`src/rtl/qsys_system_leds.sv`:
```
// Avalon-MM LED/buzzer output port: data register with atomic set/clear,
// per-bit hardware blinking and a tick-timed one-shot pulse with a done interrupt.
module qsys_system_leds #(
  parameter int WIDTH    = 8,
  parameter int PRESCALE = 50000
) (
  input  logic             clk,
  input  logic             reset_n,
  input  logic [2:0]       address,
  input  logic             chipselect,
  input  logic             write_n,
  input  logic [31:0]      writedata,
  output logic [31:0]      readdata,
  output logic             irq,
  output logic [WIDTH-1:0] out_port
);

  localparam int PW = $clog2(PRESCALE);

  typedef enum logic {IDLE = 1'b0, ACTIVE = 1'b1} pulse_state_e;

  pulse_state_e     state_q, state_d;
  logic [PW-1:0]    pre_cnt_q, pre_cnt_d;
  logic [WIDTH-1:0] data_q, data_d;
  logic [WIDTH-1:0] blink_mask_q, blink_mask_d;
  logic [15:0]      period_q, period_d;
  logic [15:0]      blink_cnt_q, blink_cnt_d;
  logic             phase_q, phase_d;
  logic [WIDTH-1:0] pulse_mask_q, pulse_mask_d;
  logic [15:0]      pulse_cnt_q, pulse_cnt_d;
  logic             done_q, done_d;
  logic             irq_en_q, irq_en_d;
  logic [31:0]      readdata_q, readdata_d;
  logic [WIDTH-1:0] out_port_q, out_port_d;

  logic             wr, tick, done_set;
  logic [WIDTH-1:0] wd;
  logic [15:0]      pulse_len;

  assign wr        = chipselect && !write_n;
  assign wd        = writedata[WIDTH-1:0];
  assign pulse_len = writedata[31:16];

  always_comb begin
    tick      = (pre_cnt_q == PW'(PRESCALE - 1));
    pre_cnt_d = tick ? '0 : pre_cnt_q + PW'(1);

    data_d       = data_q;
    blink_mask_d = blink_mask_q;
    period_d     = period_q;
    irq_en_d     = irq_en_q;
    if (wr) begin
      case (address)
        3'd0:    data_d       = wd;
        3'd1:    data_d       = data_q | wd;
        3'd2:    data_d       = data_q & ~wd;
        3'd3:    blink_mask_d = wd;
        3'd4:    period_d     = writedata[15:0];
        3'd7:    irq_en_d     = writedata[0];
        default: ;
      endcase
    end

    // A PERIOD write restarts the blink cycle in the lit phase.
    blink_cnt_d = blink_cnt_q;
    phase_d     = phase_q;
    if (wr && address == 3'd4) begin
      blink_cnt_d = '0;
      phase_d     = 1'b1;
    end else if (period_q == 16'd0) begin
      blink_cnt_d = '0;
      phase_d     = 1'b1;
    end else if (tick) begin
      if (blink_cnt_q == period_q) begin
        blink_cnt_d = '0;
        phase_d     = ~phase_q;
      end else begin
        blink_cnt_d = blink_cnt_q + 16'd1;
      end
    end

    // A PULSE write always beats the countdown, so a reload on the final tick sets no done.
    state_d      = state_q;
    pulse_cnt_d  = pulse_cnt_q;
    pulse_mask_d = pulse_mask_q;
    done_set     = 1'b0;
    if (wr && address == 3'd5) begin
      pulse_mask_d = wd;
      pulse_cnt_d  = pulse_len;
      state_d      = (pulse_len != 16'd0) ? ACTIVE : IDLE;
    end else if (state_q == ACTIVE && tick) begin
      pulse_cnt_d = pulse_cnt_q - 16'd1;
      if (pulse_cnt_q == 16'd1) begin
        state_d  = IDLE;
        done_set = 1'b1;
      end
    end
    done_d = done_set || (done_q && !(wr && address == 3'd6));

    out_port_d = (data_q & ~(blink_mask_q & {WIDTH{~phase_q}})) |
                 ((state_q == ACTIVE) ? pulse_mask_q : '0);

    case (address)
      3'd0, 3'd1, 3'd2: readdata_d = 32'(data_q);
      3'd3:             readdata_d = 32'(blink_mask_q);
      3'd4:             readdata_d = {16'b0, period_q};
      3'd5:             readdata_d = {pulse_cnt_q, 16'(pulse_mask_q)};
      3'd6:             readdata_d = {30'b0, state_q == ACTIVE, done_q};
      default:          readdata_d = {31'b0, irq_en_q};
    endcase
  end

  always_ff @(posedge clk) begin
    if (!reset_n) begin
      state_q      <= IDLE;
      pre_cnt_q    <= '0;
      data_q       <= '0;
      blink_mask_q <= '0;
      period_q     <= '0;
      blink_cnt_q  <= '0;
      phase_q      <= 1'b1;
      pulse_mask_q <= '0;
      pulse_cnt_q  <= '0;
      done_q       <= 1'b0;
      irq_en_q     <= 1'b0;
      readdata_q   <= '0;
      out_port_q   <= '0;
    end else begin
      state_q      <= state_d;
      pre_cnt_q    <= pre_cnt_d;
      data_q       <= data_d;
      blink_mask_q <= blink_mask_d;
      period_q     <= period_d;
      blink_cnt_q  <= blink_cnt_d;
      phase_q      <= phase_d;
      pulse_mask_q <= pulse_mask_d;
      pulse_cnt_q  <= pulse_cnt_d;
      done_q       <= done_d;
      irq_en_q     <= irq_en_d;
      readdata_q   <= readdata_d;
      out_port_q   <= out_port_d;
    end
  end

  assign readdata = readdata_q;
  assign out_port = out_port_q;
  assign irq      = done_q && irq_en_q;

endmodule

```
`config.mk`:
```
export PLATFORM = sky130hd
export DESIGN_NAME = qsys_system_leds
export DESIGN_NICKNAME = d
export VERILOG_FILES = /design/src/rtl/qsys_system_leds.sv
export SDC_FILE = /design/constraint.sdc
export NUM_CORES = 1
export LEC_CHECK = 0
export BUFFER_PORTS_ARGS = -buffer_cell sky130_fd_sc_hd__buf_2
export CAP_MARGIN = 20
export CORE_ASPECT_RATIO = 1.4
export CORE_MARGIN = 10
export CORE_UTILIZATION = 60
export DETAILED_ROUTE_END_ITERATION = 10
export PLACE_DENSITY = 0.83
export SETUP_SLACK_MARGIN = 0.02
export SLEW_MARGIN = 20
export SYNTH_ARGS = -nofsm -noshare
export SYNTH_HDL_FRONTEND = slang
export SYNTH_SLANG_ARGS = --single-unit
```
`constraint.sdc`:
```
create_clock -name clk -period 5.7 [get_ports clk]
set_clock_uncertainty 0.15 [all_clocks]
set_input_delay 0.855 -clock clk [delete_from_list [all_inputs] [get_ports clk]]
set_output_delay 0.855 -clock clk [all_outputs]
set_load 0.005 [all_outputs]
```
# [Word-level counts from Yosys, hierarchy flattened]
# Index checks and enable logic that the tools add are counted.
[totals] word_cells=73 output_inout_bits=41 ff_bits=132 input_bits=39
[op_classes] muxes=13 eq_ne=10 n_reduce_logical=25 addsub=3 bitwise_logic=9
[op_table] cell="$pmux 32 s5" n=1
[op_table] cell="$mux 16" n=3
[op_table] cell="$add 16x1->16 const B" n=2
[op_table] cell="$and 8x8->8" n=3
[op_table] cell="$pmux 8 s3" n=1
[op_table] cell="$eq 16x1->1 const B" n=1
[op_table] cell="$eq 16x16->1" n=1
[op_table] cell="$eq 16x16->1 const B" n=1
[op_table] cell="$logic_not 16->1" n=1
[op_table] cell="$not 8->8" n=2
[op_table] cell="$or 8x8->8" n=2
[op_table] cell="$reduce_bool 16->1" n=1
[op_table] cell="$sub 16x1->16 const B" n=1
[op_table] cell="$eq 3x3->1 const B" n=4
[op_table] cell="$reduce_and 2->1" n=6
[op_table] cell="$mux 8" n=1
[op_table] cell="$logic_and 1x1->1" n=7
[op_table] cell="$mux 1" n=7
[op_table] cell="$eq 3x2->1 const B" n=2
[op_table] cell="$reduce_or 3->1" n=2
[op_table] cell="$reduce_bool 2->1" n=2
[op_table] cell="$eq 3x1->1 const B" n=1
[op_table] cell="$logic_not 3->1" n=1
[op_table] cell="$reduce_bool 3->1" n=1
[op_table] cell="4 further kinds" n=6

# [Logic depth before layout (Yosys ltp)]
[depth] word_depth=6 depth_mapped=8 depth_no_buf=6

# [Worst setup path before layout]
# Ideal clock, no wire load.
[synth_path] path_type="input-to-reg" startpoint="input address[1]" endpoint="register blink_cnt_q[11]" setup_slack_ns=3.161 cell_stages=8 arrival_ns=2.270 path_buffers=3 path_cell_list="buf_2 nand2b_1 clkbuf_1 nor3_4 nand3b_1 a31o_2 buf_2 nor2_1"
[synth_between] elab_chain_len=3
[synth_lines] element="start: declaration" line_no="9" source="input logic [2:0] address,"
[synth_lines] element="$eq 3x3->1" line_no="67" source="if (wr && address == 3'd4) begin"
[synth_lines] element="$logic_and 1x1->1" line_no="67"
[synth_lines] element="$reduce_or 3->1 (no line)"
[synth_lines] element="end signal: assignment" line_no="134" source="blink_cnt_q <= blink_cnt_d;"
[synth_lines] element="end: declaration" line_no="27" source="logic [15:0] blink_cnt_q, blink_cnt_d;"
# Every way passes these cells.
# A chain may end at the register's enable or synchronous reset.

# [Worst setup path in the final report]
[layout_path] startpoint="register pre_cnt_q[0]" endpoint="register blink_cnt_q[10]"
[layout_between] elab_chain_len=1
[layout_lines] element="start: declaration" line_no="23" source="logic [PW-1:0] pre_cnt_q, pre_cnt_d;"
[layout_lines] element="start signal: assignment" line_no="130" source="pre_cnt_q <= pre_cnt_d;"
[layout_lines] element="$eq 16x16->1" line_no="45" source="tick = (pre_cnt_q == PW'(PRESCALE - 1));"
# Every way passes these cells.

==> key figures <==
Status
  – Outcome: complete, no violations

Clock network
  – Post-CTS Setup Bufs: 0
  – Cts bufs inserted: 17
  – H-tree levels: 4
  – Clock Tree Buf Depth: 2
  – CTS root buf: clkbuf_16
  – CTS resizes: 0
  – Clock Latency Late Sink: 0.42 ns
  – CTS Hold Bufs: 0
  – CTS tree: yes
  – Clk sinks: 132
  – Clock slew at reported path FFs: about 0.06 ns

Timing
  – RSZ-0062 raised after global routing: no
  – Final Slew Violations: 0
  – Least-Margin Pin Slew: 1.14 ns
  – Setup Viol. Count Final: 0
  – Post-route minimum period: 2.89 ns
  – Fin crit share: 50.6%
  – Count of final hold-check violations: 0
  – Max_slew headroom: 23.1%
  – Peak Freq: 346 MHz
  – Setup TNS: 0 ns

Critical path
  – Critical path class: flop to flop
  – Reg-to-reg setup timing slack: 2.81 ns
  – Slowest stage cell on the critical path: nor4_4
  – Crit path max fanout: 18
  – CP bufs+invs: 1
  – CP Capture Type: flop
  – WP data arrival: 3.08 ns
  – FF-to-FF Start: pre_cnt_q[0]
  – Worst path required time: 5.90 ns
  – CP top delay family: simple AND/OR/NAND/NOR gates
  – R2r worst-path depth: 7
  – Crit path cell chain: ha_1 -> nand3_1 -> nor4_4 -> buf_4 -> nand4_1 -> or3_1 -> a21oi_1
  – Startpoint type of the worst setup path: flop
  – Slowest stage delay, CP: 0.80 ns
  – Reg2Reg Capture Point: blink_cnt_q[10]

Synth
  – Sequential share of the synthesized area: between 40% and 50%
  – Synth Cell Area: between 5000 and 6000 um2
  – Post-synth cell types: 48
  – Synth async-reset ratio: 0%
  – Mapped Avg Cell Area: 9.26 um2
  – Synth Warn #: 0
  – EDFF count, synth: 0
  – Post-Synthesis Cells: 627
  – Yosys reg bits: 132
  – Synthesized Nets: 670
  – Synth Flop Type: dfxtp_1

Global route
  – Grt ovf: 0
  – Initial antenna violation count: 1
  – Largest net degree at the start of global routing: 50
  – First-pass GRT wire length: 22700 um
  – Gr usage total: 20.4%
  – Vias in the first global route: 4795

Die
  – Initial core utilization: a little over 60%
  – Total core area: about 9500 um2
  – Std-Cell Rows: 42
  – Die Area: 14100 um2
  – Ports: 80
  – Die width: 103 um
  – Die Y-Extent: ~140 um

Detailed routing
  – Starting DRC count in detailed routing: between 400 and 500
  – Routed vias: 4793
  – # DRC: 0
  – Wire per inst: 17.2 um
  – Routed Antenna Nets: 0
  – Final WL: 14100 um
  – Vias per inst: 5.87
  – Drt first pass iters: 5

Power
  – Max VDD drop: 0.000216 V
  – LEAKAGE: between 2 and 3 nW
  – Sw Share: ~22%
  – P_sw: 0.470 mW
  – Pint: 1.64 mW
  – Sequential Power Share: around 45%
  – Power density cells: 310 nW/um2
  – Clock Power Share: 50.7%
  – Gate power share: 4.6%

Worst hold path
  – Worst Hold Class: flop to flop
  – Min-Delay Path Depth: 2
  – Hold Crit Start: pulse_mask_q[0]
  – Worst Hold End: pulse_mask_q[0]

Cells and area
  – Multi-input gate area: 2960 um2
  – FILL cells: between 600 and 700
  – Layout cells sized above 1: 18.5%
  – FF/Latch Area: approximately 2600 um2
  – Fin util: 71.9%
  – # nets final: between 700 and 800
  – Area Growth Syn to Fin: 17.0%
  – Antenna Cells: 0

Place
  – Buffers on Ports: 79
  – Gpl congestion: roughly 0.88
  – Detail Placement HPWL: between 9000 and 10000 um

Job
  – Max-cap check violation count: 0
[flip-flops by register name (all words and copies together), names as in the netlist]
name and flops:
pre_cnt_q 16, irq_en_q 1, out_port 8, blink_cnt_q 16, period_q 16, blink_mask_q 8
readdata 32, pulse_cnt_q 16, done_q 1, pulse_mask_q 8, data_q 8, state_q 1
phase_q 1
[final cells by class]
type	instances	area share [%]
Multi-Input combinational cell	448	43.6
Clock inverter	12	1.93
Clock buffer	20	6.72
Tap cell	110	2.03
Inverter	13	0.718
Timing Repair Buffer	82	6.15
Sequential cell	132	38.9
[metal layers]
metal	GRT usage [%]	share of wire, %	vias up
li1	-	-	2301
met1	22.6	40	2288
met2	34.8	51	164
met3	5.79	6.3	40
met4	10.0	2.7	0
met5	0	0	-
[worst min-delay path, cell delays in order, from the launching register on]
cell,delay (ns)
dfxtp_1,0.32
nand2_1,0.05
a21boi_0,0.06
[worst max-delay path by stage]
stage / from / to / slack [ns] / cells past startpoint
floorplan: address[1] / blink_cnt_q[11] / 3.16 / 8
global placement: address[1] / blink_cnt_q[5] / 2.59 / 6
detailed placement: address[1] / blink_cnt_q[9] / 2.52 / 6
CTS: pre_cnt_q[0] / blink_cnt_q[10] / 2.85 / 7
global route: pre_cnt_q[0] / blink_cnt_q[8] / 2.61 / 7
finish: pre_cnt_q[0] / blink_cnt_q[10] / 2.81 / 7
[stage by stage]
stage,cells,hold WS (ns),setup WS (ns),instance area [um2],power (mW)
finish,817,0.338,2.81,6800,2.11
global route,817,0.358,2.61,6800,2.16
CTS,817,0.339,2.85,6800,2.11
detailed placement,785,0.308,2.52,6210,1.06
global placement,785,0.291,2.59,6210,1.05
floorplan,627,0.280,3.16,5810,1.02
[kinds of logic after synthesis]
logic type | Yosys count | synth area share, %
AOI/OAI and AO/OA | 94 | 9.78
xor gates and xnor gates | 56 | 8.45
adders and majority gates | 4 | 0.862
buffers and inverters | 47 | 3.49
DFF | 132 | 45.5
muxes | 40 | 7.11
and+or+nand+nor | 254 | 24.8
[power groups by stage]
stage          clock, mW  combinational (mW)  sequential [mW]
2_1_floorplan          0              0.0612            0.960
3_3_place_gp           0              0.0909            0.962
3_5_place_dp           0              0.0933            0.963
4_1_cts             1.07              0.0951            0.943
5_1_grt             1.11               0.106            0.944
6_report            1.07              0.0966            0.943
[cells in the final DEF, fill, tap and decap left out, types with 3 or more instances in the layout]
master / n
a21boi_0: 24
a21oi_1: 19
a31o_2: 3
and2_1: 36
and3_1: 8
and4_1: 3
buf_2: 79
buf_4: 3
clkbuf_16: 17
clkinv_2: 3
clkinv_4: 3
clkinvlp_4: 4
dfxtp_1: 132
ha_1: 4
inv_1: 13
mux2i_1: 39
nand2_1: 49
nand3_1: 18
nand3b_1: 3
nand4_1: 24
nand4b_1: 4
nor2_1: 32
nor2_2: 3
nor2b_1: 36
nor3_1: 7
nor3_2: 3
nor4_1: 10
o21ai_0: 36
o22ai_1: 6
or3_1: 4
xnor2_1: 27
xor2_1: 29
[Yosys cell counts (2+ instances only)]
| cell | count | area share (%) |
|---|---|---|
| dfxtp_1 | 132 | 46 |
| nand2_1 | 49 | 3.2 |
| mux2i_1 | 39 | 6.7 |
| and2_1 | 36 | 3.9 |
| nor2b_1 | 36 | 3.9 |
| o21ai_0 | 36 | 3.1 |
| nor2_1 | 32 | 2.1 |
| xor2_1 | 29 | 4.4 |
| xnor2_1 | 27 | 4.1 |
| a21boi_0 | 24 | 3.1 |
| nand4_1 | 24 | 2.6 |
| clkbuf_1 | 23 | 1.5 |
| a21oi_1 | 19 | 1.6 |
| nand3_1 | 18 | 1.6 |
| inv_1 | 13 | 0.84 |
| nor4_1 | 10 | 1.1 |
| and3_1 | 8 | 0.86 |
| nor3_1 | 7 | 0.60 |
| buf_2 | 6 | 0.52 |
| o22ai_1 | 6 | 0.65 |
| ha_1 | 4 | 0.86 |
| nand4b_1 | 4 | 0.60 |
| or3_1 | 4 | 0.43 |
| a31o_2 | 3 | 0.45 |
| and4_1 | 3 | 0.45 |
| buf_4 | 3 | 0.39 |
| nand3b_1 | 3 | 0.39 |
| nor2_2 | 3 | 0.32 |
| nor3_2 | 3 | 0.52 |
| and3_2 | 2 | 0.26 |
| nand2b_1 | 2 | 0.22 |
| or4_1 | 2 | 0.26 |
| or4_4 | 2 | 0.39 |
No activity file was read; power rests on OpenSTA's default activity.
